## src/rtl/common_types_pkg.sv

```systemverilog
// Shared types and constants for the CPU/RAM interface blocks.
package common_types_pkg;

  localparam int unsigned RAM_LATENCY_DEFAULT = 2;
  localparam int unsigned WORD_W  = 32;
  localparam int unsigned WADDR_W = 30;
  localparam int unsigned BE_W    = 4;
  localparam int unsigned DTAG_W  = WADDR_W + 1 + BE_W + WORD_W;

  typedef enum logic [1:0] {IDLE, IBUSY, DBUSY} ram_ctrl_state_t;

  // Full data-side request; doubles as the D hit-buffer tag.
  typedef struct packed {
    logic [WADDR_W-1:0] addr;
    logic               ren;
    logic [BE_W-1:0]    wen;
    logic [WORD_W-1:0]  wdata;
  } dreq_t;

endpackage

```

## src/rtl/ram_controller_hit_buffer.sv

```systemverilog
// Single-entry result buffer: load, tag-matched invalidate, combinational match.
module ram_hit_buffer
  import common_types_pkg::*;
#(
  parameter int unsigned TAG_W = WADDR_W
) (
  input  logic              clk,
  input  logic              nrst,
  input  logic              load,
  input  logic [TAG_W-1:0]  tag_in,
  input  logic [WORD_W-1:0] data_in,
  input  logic              invalidate,
  input  logic [TAG_W-1:0]  inval_tag,
  input  logic [TAG_W-1:0]  cmp_tag,
  output logic              match_c,
  output logic [WORD_W-1:0] data
);

  logic             valid;
  logic [TAG_W-1:0] tag;

  // Load takes precedence; invalidate only drops an entry holding inval_tag.
  always_ff @(posedge clk or negedge nrst) begin
    if (!nrst) begin
      valid <= 1'b0;
      tag   <= '0;
      data  <= '0;
    end else if (load) begin
      valid <= 1'b1;
      tag   <= tag_in;
      data  <= data_in;
    end else if (invalidate && (tag == inval_tag)) begin
      valid <= 1'b0;
    end
  end

  assign match_c = valid && (tag == cmp_tag);

endmodule

```

## src/rtl/ram_controller.sv

```systemverilog
// Serialises CPU fetch and data requests onto one fixed-latency memory port,
// with per-port hit buffers so a stalled CPU sees a stable result.
module ram_controller
  import common_types_pkg::*;
#(
  parameter int unsigned MEM_LATENCY = RAM_LATENCY_DEFAULT
) (
  input  logic                clk,
  input  logic                nrst,
  input  logic                iren,
  input  logic [WORD_W-1:0]   iaddr,
  output logic [WORD_W-1:0]   iload,
  output logic                iwait,
  input  logic                dren,
  input  logic [BE_W-1:0]     dwen,
  input  logic [WORD_W-1:0]   daddr,
  input  logic [WORD_W-1:0]   dstore,
  output logic [WORD_W-1:0]   dload,
  output logic                dwait,
  output logic                mem_ren,
  output logic [BE_W-1:0]     mem_wen,
  output logic [WADDR_W-1:0]  mem_addr,
  output logic [WORD_W-1:0]   mem_wdata,
  input  logic [WORD_W-1:0]   mem_rdata
);

  localparam int unsigned CNT_W = $clog2(MEM_LATENCY + 1);

  ram_ctrl_state_t  state;
  logic [CNT_W-1:0] cnt;

  dreq_t dcur;
  dreq_t dlat;
  logic  dreq, imatch, dmatch;
  logic  last_c, iload_en, dload_en, istore_inval;
  logic  unused_addr_lsbs;

  assign dcur = '{addr: daddr[31:2], ren: dren, wen: dwen, wdata: dstore};
  // The registered memory port is the latched request for the whole access.
  assign dlat = '{addr: mem_addr, ren: mem_ren, wen: mem_wen, wdata: mem_wdata};
  assign dreq = dren | (|dwen);
  assign unused_addr_lsbs = ^{iaddr[1:0], daddr[1:0]};

  assign last_c       = (state != IDLE) && (cnt == CNT_W'(MEM_LATENCY - 1));
  assign iload_en     = last_c && (state == IBUSY);
  assign dload_en     = last_c && (state == DBUSY);
  assign istore_inval = dload_en && (|mem_wen);

  assign iwait = iren & ~imatch;
  assign dwait = dreq & ~dmatch;

  always_ff @(posedge clk or negedge nrst) begin
    if (!nrst) begin
      state     <= IDLE;
      cnt       <= '0;
      mem_ren   <= 1'b0;
      mem_wen   <= '0;
      mem_addr  <= '0;
      mem_wdata <= '0;
    end else begin
      case (state)
        IDLE: begin
          cnt <= '0;
          if (dreq && !dmatch) begin
            state     <= DBUSY;
            mem_ren   <= dren;
            mem_wen   <= dwen;
            mem_addr  <= daddr[31:2];
            mem_wdata <= dstore;
          end else if (iren && !imatch) begin
            state     <= IBUSY;
            mem_ren   <= 1'b1;
            mem_wen   <= '0;
            mem_addr  <= iaddr[31:2];
            mem_wdata <= '0;
          end
        end
        IBUSY, DBUSY: begin
          if (last_c) begin
            state     <= IDLE;
            cnt       <= '0;
            mem_ren   <= 1'b0;
            mem_wen   <= '0;
            mem_addr  <= '0;
            mem_wdata <= '0;
          end else begin
            cnt <= cnt + CNT_W'(1);
          end
        end
        default: begin
          state <= IDLE;
          cnt   <= '0;
        end
      endcase
    end
  end

  // A completed store drops any fetched copy of the same word.
  ram_hit_buffer #(.TAG_W(WADDR_W)) u_ibuf (
    .clk        (clk),
    .nrst       (nrst),
    .load       (iload_en),
    .tag_in     (mem_addr),
    .data_in    (mem_rdata),
    .invalidate (istore_inval),
    .inval_tag  (mem_addr),
    .cmp_tag    (iaddr[31:2]),
    .match_c    (imatch),
    .data       (iload)
  );

  ram_hit_buffer #(.TAG_W(DTAG_W)) u_dbuf (
    .clk        (clk),
    .nrst       (nrst),
    .load       (dload_en),
    .tag_in     (dlat),
    .data_in    (mem_rdata),
    .invalidate (1'b0),
    .inval_tag  ('0),
    .cmp_tag    (dcur),
    .match_c    (dmatch),
    .data       (dload)
  );

endmodule
```

## config.mk

```make
export PLATFORM = sky130hd
export DESIGN_NAME = ram_controller
export DESIGN_NICKNAME = d
export VERILOG_FILES = /design/src/rtl/common_types_pkg.sv /design/src/rtl/ram_controller_hit_buffer.sv /design/src/rtl/ram_controller.sv
export SDC_FILE = /design/constraint.sdc
export NUM_CORES = 1
export LEC_CHECK = 0
export CAP_MARGIN = 10
export CELL_PAD_IN_SITES_DETAIL_PLACEMENT = 1
export CELL_PAD_IN_SITES_GLOBAL_PLACEMENT = 1
export CORE_AREA = 2 2 167 169
export DETAILED_ROUTE_END_ITERATION = 8
export DIE_AREA = 0 0 169 171
export GPL_TIMING_DRIVEN = 0
export HOLD_SLACK_MARGIN = 0.02
export PLACE_DENSITY_LB_ADDON = 0.1
export SLEW_MARGIN = 20
export SYNTH_ARGS = -nofsm -noshare
export SYNTH_HDL_FRONTEND = slang
export SYNTH_SLANG_ARGS = --single-unit
export TNS_END_PERCENT = 50
```

## constraint.sdc

```tcl
create_clock -name clk -period 3.5 [get_ports clk]
set_input_delay 0.7 -clock clk [delete_from_list [all_inputs] [get_ports clk]]
set_output_delay 0.7 -clock clk [all_outputs]
set_load 0.05 [all_outputs]
```

==> impl_metrics.yaml <==
final_layout:
  final_util_pct: 54.14
  drive_above_1_share_pct: 23.05
  nets: 1220
  area_growth_pct: 42.51
  mostFrequentLayoutCells: "dfrtp_1, clkdlybuf4s50_1, mux2_2, xnor2_1, a22o_1"
setup_path:
  worstSetupPathType: "in -> out"
  start_kind: "input pin"
  crit_path_end_kind: "primary output"
  crit_chain: "clkdlybuf4s50_1, a22o_1, nor4_1, nand4_1, or4_4, and2_4, buf_12"
  worst-path-buf-inv: 2
  critical_path_arrival_ns: 2.92
  cp_max_fo: 3
  crit_path_max_incr_delay_ns: 0.59
  crit_family: "simple AND/OR/NAND/NOR gates"
  crit_required_ns: 2.80
  critPathSlowestCell: "or4_4"
clock_network:
  root_buffer: "clkbuf_16"
  clk_latency_ns: 0.55
  htreeDepth: 1
  cts.clk_slew.worst_paths_ns: 0.06
  cts_tree: "built"
  cts.sinks: 234
  cts_buffer_depth: 3
  numCtsBuffers: 28
grt:
  grt_pass1_wl_um: 50530
  antenna_found_initial: 3
  grt_use_total_pct: 23.27
  grt_start_max_net_pins: 91
  overflow: 0
  grt_pass1_vias: 8366
die:
  initial_core_util_pct: 37.99
  fp.dieArea_um2: 28900
  io-pin-count: 269
  core-area_um2: 27320
  die_y_um: 171
  rows: 61
  die_w_um: 169
power:
  power_density_nw_per_um2: 948.7
  power.total_mw: 14.03
  irDropWorstVdd_v: 0.0006096
  power_leakage_nw: 6.548
routing:
  drt-total-wl_um: 33830
  final_antenna_net_count: 0
  viasPerCell: 5.246
  drt-wirelength-per-cell_um: 23.35
  drt-pass1-iter-count: 4
  drt_iter0_drc: 386
  vias: 7602
  drc: 0
sta:
  grt_setup_unrepaired: "yes"
  min_period_over_period_pct: 103.5
  timing.hold.ws_ns: 0.4563
  max_freq_ghz: 0.2761
  hold_viol: 0
  tightestPinTransition_ns: 0.9719
  setup_viol: 1
  period_needed_ns: 3.621
  slew_headroom_pct: 35.20
  worst_slack_ns: -0.1212
  final_max_slew_viol_count: 0
  finClkSkew_ns: 0.009567
synth:
  syn_nets: 916
  yosysSeqAreaShare_pct: 56.41
  syn-cell-area_um2: 10380
  ys_ff_latch: 234
  syn_inst: 777
  synth_edf_count: 0
  ys.flop_type: "dfrtp_1"
  async_flop_share_pct: 100.0
  postSynthAreaPerCell_um2: 13.36
  yosysUniqueCellTypes: 45
  ys_warn_count: 0
run:
  maxCapViolCount: 0
placed_design:
  io_buffers: 264
  dp_hpwl_um: 24670
  gp_congestion: 0.8537
status:
  violations: "setup timing"
  status: "complete, but fails checks"
min_path:
  hold_path_class: "in -> reg"
-- cells by family after synthesis --
kind of cell	share of synthesized area, %
and+or+nand+nor	5.111
adders and majority gates	0.3617
AOI/OAI and AO/OA	10.08
buffers and inverters	2.796
xor gates and xnor gates	8.860
DFF	56.41
muxes	16.38
-- per-stage QoR --
step / instance area, µm² / std cells / setup WS [ns] / setup TNS (ns)
after CTS: 14570 / 1445 / -0.2708 / -0.2708
after global placement: 13460 / 1387 / -8.921 / -2113.98
after global routing: 14790 / 1448 / -0.1308 / -0.1454
after detailed placement: 13540 / 1390 / -1.299 / -31.85
after floorplan: 10380 / 777 / 0.1011 / 0
final: 14790 / 1449 / -0.1212 / -0.1212
-- layer usage --
layer,share of wire [%],GRT usage [%],vias up,routed length [µm]
met4,2.1,5.351,2,726
met2,48,39.11,244,16310
li1,-,-,3408,-
met1,42,30.10,3900,14320
met5,0.033,0,-,11
met3,7.3,6.384,48,2458
-- report_power, final --
group	internal [mW]	switching (mW)	total [mW]
clock	1.76	1.17	2.93
sequential	3.69	0.845	4.53
combinational	2.60	3.97	6.57
total	8.04	5.99	14.0
-- final timing paths --
| path | startpoint | to | slack, ns | depth (start not counted) |
|---|---|---|---|---|
| setup reg to reg | state[0] | u_dbuf.tag[55] | 0.23 | 7 |
| hold reg to reg | cnt[0] | cnt[0] | 0.47 | 1 |
| min in group asynchronous | nrst | u_dbuf.tag[14] | 0.52 | 2 |
| setup / recovery | dstore[0] | dwait | -0.12 | 7 |
| hold / removal | dstore[12] | mem_wdata[12] | 0.46 | 2 |
| max in group asynchronous | nrst | u_dbuf.data[24] | 1.89 | 4 |
-- worst register-to-register path, stage by stage (launching register included) --
cell	delay, ns
dfrtp_1	0.37
inv_1	0.09
ha_1	0.23
nor3b_1	0.50
and2_1	0.29
clkbuf_1	0.47
clkbuf_1	0.79
mux2_2	0.42
-- state kept, by name (all words and copies together), names as in the netlist --
signal and flops:
cnt 2, mem_addr 30, mem_ren 1, mem_wdata 32, mem_wen 4, state 2, u_dbuf.data 32, u_dbuf.tag 67
u_dbuf.valid 1, u_ibuf.data 32, u_ibuf.tag 30, u_ibuf.valid 1
-- final cells by class --
| class | instances | area, µm² |
|---|---|---|
| fillers | 2777 | 12530 |
| flip-flops and latches | 234 | 5856 |
| multi-input cells | 478 | 4422 |
| repair buffers | 274 | 2858 |
| clock buffers | 44 | 862.1 |
| well taps | 346 | 432.9 |
| plain buffers | 37 | 186.4 |
| inverters | 28 | 105.1 |
| clock inverters | 7 | 68.82 |
| diodes | 1 | 2.502 |
-- synth_stat cells (all sizes together), types with 2 or more instances --
| master | instances | share of area, % |
|---|---|---|
| nor2 | 7 | 0.28 |
| a21o | 24 | 1.7 |
| o2111ai | 2 | 0.17 |
| a21oi | 5 | 0.35 |
| xor2 | 25 | 2.1 |
| a22o | 58 | 4.9 |
| inv | 28 | 1.0 |
| mux2 | 151 | 16 |
| nand2b | 8 | 0.48 |
| xnor2 | 80 | 6.8 |
| nor4 | 13 | 0.90 |
| a2111o | 2 | 0.22 |
| nor3 | 9 | 0.43 |
| o221ai | 3 | 0.25 |
| nand2 | 13 | 0.47 |
| nor2b | 6 | 0.36 |
| clkbuf | 20 | 0.72 |
| dfrtp | 234 | 56 |
| and2 | 3 | 0.18 |
| buf | 17 | 1.1 |
| nand4 | 23 | 1.4 |
| or4 | 3 | 0.25 |
| ha | 3 | 0.36 |
| a221o | 8 | 0.77 |
| nand3 | 2 | 0.096 |
| o31ai | 2 | 0.14 |
| o22ai | 7 | 0.42 |
| o21ai | 11 | 0.53 |
-- timing repair --
action | in CTS | in global routing
endpoints found under the hold margin | 4 | 0
endpoints found under the setup margin | 2 | 2
pin swaps | 6 | 26
buffers inserted | 3 | 3
hold buffers | 1 | 0
gates cloned | 0 | 0
resized for setup | 18 | 50
Note: power is estimated with default switching activity, not from simulation.
